--- config.mk ---
export PLATFORM = sky130hd
export DESIGN_NAME = bj_msg_scroller
export DESIGN_NICKNAME = d
export VERILOG_FILES = /design/src/rtl/bj_msg_pkg.sv /design/src/rtl/bj_msg_scroller_tick_gen.sv /design/src/rtl/bj_msg_scroller.sv
export SDC_FILE = /design/constraint.sdc
export NUM_CORES = 1
export LEC_CHECK = 0
export BUFFER_PORTS_ARGS = -buffer_cell sky130_fd_sc_hd__clkbuf_2
export CAP_MARGIN = 20
export CORE_UTILIZATION = 30
export DETAILED_ROUTE_END_ITERATION = 16
export SLEW_MARGIN = 25
export SYNTH_ARGS = -nofsm -noshare
export SYNTH_HDL_FRONTEND = slang
export SYNTH_SLANG_ARGS = --single-unit
--- constraint.sdc ---
create_clock -name clk -period 1.7 [get_ports clk]
set_input_delay 0.425 -clock clk [delete_from_list [all_inputs] [get_ports clk]]
set_output_delay 0.425 -clock clk [all_outputs]
set_load 0.01 [all_outputs]
--- src/rtl/bj_msg_pkg.sv ---
// Shared constants for the message scroller: message ids, ROM contents, FSM states.
// Pure declarations plus one ROM lookup helper; no timing of its own.
// Not applicable (no handshake lives here).
package bj_msg_pkg;

  localparam int MAX_LEN  = 16;
  localparam int NUM_MSGS = 4;
  localparam int LEN_W    = $clog2(MAX_LEN + 1);
  localparam int POS_W    = $clog2(MAX_LEN);
  localparam int SEL_W    = $clog2(NUM_MSGS);

  localparam logic [SEL_W-1:0] MSG_WIN  = 2'd0;
  localparam logic [SEL_W-1:0] MSG_LOSE = 2'd1;
  localparam logic [SEL_W-1:0] MSG_BUST = 2'd2;
  localparam logic [SEL_W-1:0] MSG_PUSH = 2'd3;

  // One row per message; character k lives in nibble k (bits [4k+3:4k]).
  localparam logic [MAX_LEN*4-1:0] CODES_WIN  = 64'h0000_0000_0000_0321;
  localparam logic [MAX_LEN*4-1:0] CODES_LOSE = 64'h0000_0000_0000_7654;
  localparam logic [MAX_LEN*4-1:0] CODES_BUST = 64'h0000_0000_0000_BA98;
  localparam logic [MAX_LEN*4-1:0] CODES_PUSH = 64'h0000_0000_0000_FEDC;

  // Packed so that element [id] selects the row for message id.
  localparam logic [NUM_MSGS-1:0][MAX_LEN*4-1:0] MSG_ROM =
    {CODES_PUSH, CODES_BUST, CODES_LOSE, CODES_WIN};

  localparam logic [NUM_MSGS-1:0][LEN_W-1:0] MSG_LEN =
    {LEN_W'(4), LEN_W'(4), LEN_W'(4), LEN_W'(3)};

  typedef enum logic {
    ST_IDLE = 1'b0,
    ST_RUN  = 1'b1
  } scroll_state_e;

  // Character code at position pos of message id; positions past the ROM row read as 0.
  function automatic logic [3:0] msg_char(input logic [SEL_W-1:0] id,
                                          input logic [LEN_W-1:0] pos);
    logic [MAX_LEN*4-1:0] row;
    row      = MSG_ROM[id];
    msg_char = 4'h0;
    if (pos < LEN_W'(MAX_LEN)) begin
      msg_char = row[{pos[POS_W-1:0], 2'b00} +: 4];
    end
  endfunction

endpackage

--- src/rtl/bj_msg_scroller_tick_gen.sv ---
// Step strobe generator: tick is high for one cycle every TICK_DIV cycles.
// tick asserts combinationally while the counter sits at TICK_DIV-1; clear restarts the count at 0.
// No backpressure; the strobe free-runs and the consumer ignores it when not scrolling.
module tick_gen #(
  parameter int TICK_DIV = 25000000
) (
  input  logic clk,
  input  logic reset,
  input  logic clear,
  output logic tick
);

  localparam int CNT_W = (TICK_DIV > 1) ? $clog2(TICK_DIV) : 1;

  logic [CNT_W-1:0] cnt_q, cnt_d;

  assign tick = (cnt_q == CNT_W'(TICK_DIV - 1));

  // Next count: restart on clear or on wrap, otherwise advance.
  always_comb begin
    cnt_d = cnt_q;
    if (clear || tick) begin
      cnt_d = '0;
    end else begin
      cnt_d = cnt_q + CNT_W'(1);
    end
  end

  // Counter register with synchronous reset.
  always_ff @(posedge clk) begin
    if (reset) begin
      cnt_q <= '0;
    end else begin
      cnt_q <= cnt_d;
    end
  end

endmodule

--- src/rtl/bj_msg_scroller.sv ---
// Scrolls a stored game message right-to-left across NUM_DIGITS character decoders.
// Display shifts one step every TICK_DIV cycles; busy rises on the edge that accepts start.
// start is ignored while busy; stop aborts on the next edge; done pulses once on normal completion.
module bj_msg_scroller
  import bj_msg_pkg::*;
#(
  parameter int NUM_DIGITS = 6,
  parameter int TICK_DIV   = 25000000
) (
  input  logic                    clk,
  input  logic                    reset,
  input  logic                    start,
  input  logic                    stop,
  input  logic                    loop,
  input  logic [1:0]              msg_sel,
  output logic [4*NUM_DIGITS-1:0] char_out,
  output logic [NUM_DIGITS-1:0]   blank_n,
  output logic                    busy,
  output logic                    done
);

  localparam int IDX_W = $clog2(MAX_LEN + NUM_DIGITS + 1);

  scroll_state_e           state_q, state_d;
  logic [SEL_W-1:0]        sel_q, sel_d;
  logic                    loop_q, loop_d;
  logic [LEN_W-1:0]        len_q, len_d;
  logic [IDX_W-1:0]        idx_q, idx_d;
  logic [4*NUM_DIGITS-1:0] char_q, char_d;
  logic [NUM_DIGITS-1:0]   blank_q, blank_d;
  logic                    done_q, done_d;

  logic             tick;
  logic             tick_clear;
  logic             start_ok;
  logic [IDX_W-1:0] last_idx;
  logic             new_vis;
  logic [3:0]       new_code;

  tick_gen #(
    .TICK_DIV(TICK_DIV)
  ) u_tick_gen (
    .clk  (clk),
    .reset(reset),
    .clear(tick_clear),
    .tick (tick)
  );

  // Empty messages are never started; stop always beats a simultaneous start.
  assign start_ok = start && !stop && (MSG_LEN[msg_sel] != '0);

  // Index of the final shift of a pass: message length plus the trailing blanks, minus one.
  assign last_idx = IDX_W'(len_q) + IDX_W'(NUM_DIGITS - 1);

  // Character entering digit 0: message text first, then blanks (code 0) past the end.
  assign new_vis  = (idx_q < IDX_W'(len_q));
  assign new_code = new_vis ? msg_char(sel_q, LEN_W'(idx_q)) : 4'h0;

  // Next-state, shift and handshake logic.
  always_comb begin
    state_d    = state_q;
    sel_d      = sel_q;
    loop_d     = loop_q;
    len_d      = len_q;
    idx_d      = idx_q;
    char_d     = char_q;
    blank_d    = blank_q;
    done_d     = 1'b0;
    tick_clear = 1'b0;

    case (state_q)
      ST_IDLE: begin
        char_d  = '0;
        blank_d = '0;
        if (start_ok) begin
          state_d    = ST_RUN;
          sel_d      = msg_sel;
          loop_d     = loop;
          len_d      = MSG_LEN[msg_sel];
          idx_d      = '0;
          tick_clear = 1'b1;
        end
      end

      ST_RUN: begin
        if (stop) begin
          state_d = ST_IDLE;
          char_d  = '0;
          blank_d = '0;
          idx_d   = '0;
        end else if (tick) begin
          char_d  = {char_q[4*NUM_DIGITS-5:0], new_code};
          blank_d = {blank_q[NUM_DIGITS-2:0], new_vis};
          if (idx_q == last_idx) begin
            // Last shift of a pass leaves the display fully dark.
            idx_d = '0;
            if (!loop_q) begin
              state_d = ST_IDLE;
              done_d  = 1'b1;
            end
          end else begin
            idx_d = idx_q + IDX_W'(1);
          end
        end
      end

      default: begin
        state_d = ST_IDLE;
        char_d  = '0;
        blank_d = '0;
        idx_d   = '0;
      end
    endcase
  end

  // State and datapath registers with synchronous reset.
  always_ff @(posedge clk) begin
    if (reset) begin
      state_q <= ST_IDLE;
      sel_q   <= '0;
      loop_q  <= 1'b0;
      len_q   <= '0;
      idx_q   <= '0;
      char_q  <= '0;
      blank_q <= '0;
      done_q  <= 1'b0;
    end else begin
      state_q <= state_d;
      sel_q   <= sel_d;
      loop_q  <= loop_d;
      len_q   <= len_d;
      idx_q   <= idx_d;
      char_q  <= char_d;
      blank_q <= blank_d;
      done_q  <= done_d;
    end
  end

  assign char_out = char_q;
  assign blank_n  = blank_q;
  assign busy     = (state_q == ST_RUN);
  assign done     = done_q;

endmodule

* Yosys cells after proc, flatten, opt, wreduce, memory -nomap -nowiden
Cells that the tools add are included.
** Word-level totals
- Flip-flop bits (word level) :: 70
** Cells by class
- Add/subtract/negate cells :: 3
- Magnitude comparators :: 4
- Eq/ne operators :: 4
- Shift-type cells :: 1
- Multiplexer cells :: 25
- Bitwise logic cells :: 3
- Reductions and logical operators :: 9
** Operators by type and width (count)
- $bmux 64 s2 :: 1
- $mux 64 :: 1
- $shiftx 64x7->4 :: 1
- $mux 24 :: 2
- $pmux 24 s2 :: 1
- $add 25x1->25 const B :: 1
- $eq 25x25->1 const B :: 1
- $mux 5 :: 5
- $mux 6 :: 2
- $pmux 6 s2 :: 1
- $bmux 5 s2 :: 1
- $pmux 5 s2 :: 1
- $mux 4 :: 2
- $mux 1 :: 7
- $lt 2x3->1 const B :: 2
- $add 5x1->5 const B :: 1
- $add 5x3->5 const B :: 1
- $eq 5x5->1 :: 1
- $lt 5x5->1 :: 1
- $lt 5x5->1 const B :: 1
- $reduce_bool 5->1 :: 1
- $reduce_or 5->1 :: 1
- $reduce_and 2->1 :: 2
- $ne 3x2->1 const B :: 1
- 7 further kinds :: 10

* Longest topological paths before layout
- Depth after elaboration :: 8
- Depth in mapped cells :: 8
- Gate-level depth less buffers :: 7

* Modules after synthesis
Synthesis repeated with hierarchy kept, for this count alone.
** Second synthesis, totals
- Cells, all modules :: 307
- Area total of the unflattened synthesis :: 2940.3 um2
** Modules (own cells, without submodules)
- bj_msg_scroller :: times used 1, cells each 175, area each 1736.7 um2, seq. area each 840.8 um2
- tick_gen :: times used 1, cells each 132, area each 1203.7 um2, seq. area each 500.5 um2

* Worst setup path before layout
Ideal clock, no wire load.
- Path kind :: flip-flop to flip-flop
- Start :: reg u_tick_gen.cnt_q[0]
- End :: reg blank_q[5], in the netlist blank_n[5]
- Arrival time :: 1.706 ns
- Required time :: 1.568 ns
- Slack :: -0.139 ns
- Stages on the path, launching flop included :: 9
- Buffers on the path :: 2
- Clock period less this slack :: 1.839 ns
- Cells stage by stage :: dfxtp_1 ha_1 and4_1 nand2_1 or3_4 buf_6 buf_6 nand2_1 a21oi_1
** Between the ends
- Longest elaborated chain between the ends :: 2
** Ends and longest elaborated chain
- from (decl) :: line bj_msg_scroller_tick_gen.sv:15 : logic [CNT_W-1:0] cnt_q, cnt_d;
- from (signal assigned) :: line bj_msg_scroller_tick_gen.sv:34 : cnt_q <= cnt_d;
- $eq 25x25->1 :: line bj_msg_scroller_tick_gen.sv:17 : assign tick = (cnt_q == CNT_W'(TICK_DIV - 1));
- $ne 3x2->1 (no line)
- to (signal assigned) :: line bj_msg_scroller.sv:134 : blank_q <= blank_d;
- to (decl) :: line bj_msg_scroller.sv:30 : logic [NUM_DIGITS-1:0] blank_q, blank_d;
Every way passes these cells.
A chain may end at the register's enable or synchronous reset.

* Worst setup path after layout
- Start :: reg u_tick_gen.cnt_q[8]
- End :: reg idx_q[0]
** Between the ends
- Longest elaborated chain between the ends :: 3
** Ends and longest elaborated chain
- $eq 25x25->1 :: line bj_msg_scroller_tick_gen.sv:17
- $ne 3x2->1 (no line)
- $reduce_and 2->1 (no line)
- to (signal assigned) :: line bj_msg_scroller.sv:132 : idx_q <= idx_d;
- to (decl) :: line bj_msg_scroller.sv:28 : logic [IDX_W-1:0] idx_q, idx_d;
Every way passes these cells.

==> flow_summary.toml <==
[status]
status = "complete, but fails checks"
violations = "setup timing"

[timing]
finalMaxSlewViolations = 0
final_hold_viol_count = 0
max_slew.worst_pin.slew_ns = 0.349
period_share_pct = 101
grt_setup_unrepaired = "true"
max_freq_mhz = 581
tns_ns = -0.0248
setup_viol = 2
period_minus_slack_ns = 1.72
slew_headroom_pct = 76.7
fin_ws_ns = -0.0216
worst_hold_slack_ns = 0.297
clock_skew_ns = 0.0177

[pwr]
p_leak_uw = 0.00156
clkPwrFrac_pct = 46.1
pwr-share-comb_pct = 4.7
p_int_uw = 2490
seqPwrFrac_pct = 49.2
p_per_area_mw_per_mm2 = 819
power.switching_uw = 746
irDropWorstVdd_uv = 321
p_sw_share_pct = 23.0

[cts]
path_clk_slew_ns = 0.08
insertion_delay_ns = 0.35
cts_buffers = 9
h-tree-depth = 3
cts_tree = "yes"
cts.sinks = 67
cts-root-buf = "clkbuf_8"
cts_max_path_buffers = 2

[placed_design]
hpwl_um = 4470
port-buffer-count = 38
placed_cell_area_mm2 = 0.00349
placed_cells = 528
gp_congestion = 0.793

[setup_path]
crit_buf_inv = 2
worst-path-max-fanout = 4
r2r_setup_slack_ns = -0.02
cpLargestDelayFamily = "simple AND/OR/NAND/NOR gates"
cp_common_cell = "buf_4"
arrival_ns = 1.96
worstSetupPathType = "reg -> reg"
required_ns = 1.94
slowest_stage = "dfxtp_2"
path_cells = "nor4b_2 -> nand4_1 -> buf_4 -> nor3_4 -> buf_4 -> o32ai_4 -> mux2_2"
critPathMaxStageDelay_ns = 0.33
cp-start-kind = "register"
end_kind = "register"

[route]
drt_pass1_iterations = 4
num_vias = 2541
vias_per_cell = 4.60
drt-total-wl_um = 6610
drc = 0
drt_iter0_drc = 70
routedWlPerCell_um = 12.0
final_antenna_net_count = 0

[logic_synthesis]
netlist_instances = 331
syn_area_per_cell_um2 = 8.69
synth_edf_count = 0
synth_seq_cells = 67
postSynth.asyncResetShare_pct = 0
ys_seq_area_share_pct = 46.6
synth.distinct_cells = 42
ys.flop_type = "dfxtp_1"
ys_warn_count = 0
syn_nets = 344
synth.cell_area_mm2 = 0.00288

[floorplan]
die_w_um = 99.9
rows = 35
dieArea_mm2 = 0.00999
coreArea_mm2 = 0.00928
initial_core_util_pct = 31.0
num_io_pins = 39
die_h_um = 99.9

[final_layout]
design_area_mm2 = 0.00395
drive_above_1_share_pct = 32.6
area_growth_syn_to_layout_pct = 37.3
num-nets-final = 431
fillCellCount = 938
diodes = 0
fin_cells = 552

[global_routing]
grt_overflow = 0
antenna_found_initial = 0
grt_max_degree = 30
track_usage_pct = 13.3
grt_pass1_wl_um = 10500
grt_pass1_vias = 2307

[min_path]
hold_class = "in -> reg"

[flow_run]
maxCapViolCount = 0
-- power by group through the flow --
stage	logic [uW]	clock network, uW	registers, uW
after floorplan	73.9	0	1630
after global placement	124	0	1630
after detailed placement	126	0	1630
after CTS	138	1530	1590
after global routing	171	1610	1590
final	153	1490	1590
-- logic make-up (layout without fill, tap and decap cells) --
logic type	after synthesis	after routing	share of synthesized area, %
multiplexers	5	5	1.78
flip-flops	67	67	46.6
XOR/XNOR	27	27	8.22
AO/OA/AOI/OAI	43	43	8.78
AND/OR/NAND/NOR	165	165	28.0
adder cells (fa/ha/maj)	6	6	2.61
buffers and inverters	18	110	4.04
-- worst min-delay path: stages --
cell and delay [ns]:
clkbuf_2 0.08, nand2_1 0.04, a21oi_1 0.05
-- area by class of cell --
class	instances	area [um2]	area share, %
clock buffers	9	124	3.14
inverters	6	22.5	0.570
well taps	129	161	4.09
flip-flops and latches	67	1350	34.2
repair buffers	88	646	16.3
multi-input cells	246	1550	39.1
clock inverters	7	98.8	2.50
-- repair_timing --
action / in CTS / in global routing
buffers inserted: 2 / 3
gates resized for setup: 8 / 23
setup endpoints to repair: 34 / 60
cloned: 0 / 3
pin swaps: 3 / 9
hold endpoints to repair: 0 / 0
hold buffers: 0 / 0
-- cells in the mapped netlist, types with 3 or more instances --
master / count / share of area (%)
mux2i_1: 4 / 1.4
nor3_1: 5 / 0.87
dfxtp_1: 67 / 47
a21oi_1: 33 / 5.7
nand3_1: 17 / 3.0
ha_1: 6 / 2.6
xor2_1: 19 / 5.8
nand2b_1: 6 / 1.3
nor4_1: 3 / 0.65
buf_4: 3 / 0.78
xnor2_1: 8 / 2.4
clkbuf_1: 4 / 0.52
buf_6: 5 / 2.0
nand2_1: 70 / 9.1
nand4_1: 7 / 1.5
inv_1: 6 / 0.78
nor2b_1: 5 / 1.1
and3_1: 4 / 0.87
nor2_1: 33 / 4.3
-- stage by stage --
| stage | total power (uW) | setup slack (ns) | utilization (%) |
|---|---|---|---|
| floorplan | 1700 | -0.0174 | - |
| global placement | 1750 | -0.0925 | 37.6 |
| detailed placement | 1750 | -0.174 | 37.6 |
| CTS | 3260 | 0.00179 | 40.7 |
| global route | 3380 | -0.130 | 42.5 |
| finish | 3240 | -0.0216 | 42.5 |
-- flip-flops by register name, indices dropped and copies added, names as in the netlist --
signal and flops:
done 1, busy 1, blank_n 6, char_out 24, loop_q 1, idx_q 5, len_q 2, u_tick_gen.cnt_q 25
sel_q 2
-- final timing paths --
kind | cells past startpoint | to | from
setup / recovery | 7 | idx_q[0] | u_tick_gen.cnt_q[8]
hold / removal | 3 | loop_q | loop
setup reg to reg | 7 | idx_q[0] | u_tick_gen.cnt_q[8]
hold reg to reg | 2 | char_out[21] | char_out[21]
-- cells in the final DEF (no fill, tap or decap), types with 2 or more instances in the layout --
master     count
nand2b_1       6
inv_6          2
nand3_1       16
and3_1         4
nor4b_2        2
nor4_2         3
clkbuf_8       9
nor2b_1        5
o2bb2ai_1      2
clkbuf_16      2
buf_12         3
mux2i_1        4
nand4_1        7
bufinv_16      2
buf_4         42
dfxtp_1       58
nor2_1        32
xor2_1        19
clkbuf_2      38
nor3_2         2
or3_4          2
inv_1          6
a21oi_1       32
a22o_1         2
and2_1         2
dfxtp_2        9
ha_1           5
nor3_1         3
nor3_4         2
buf_6          2
nand2_1       69
xnor2_1        8
-- layer usage --
metal	global-route usage (%)	share of wire [%]	vias up
li1	-	-	1290
met1	17.2	49	1185
met2	20.6	46	51
met3	3.48	3.2	15
met4	6.45	2.0	0
met5	0	0	-
(Power assumes the default switching activity.)
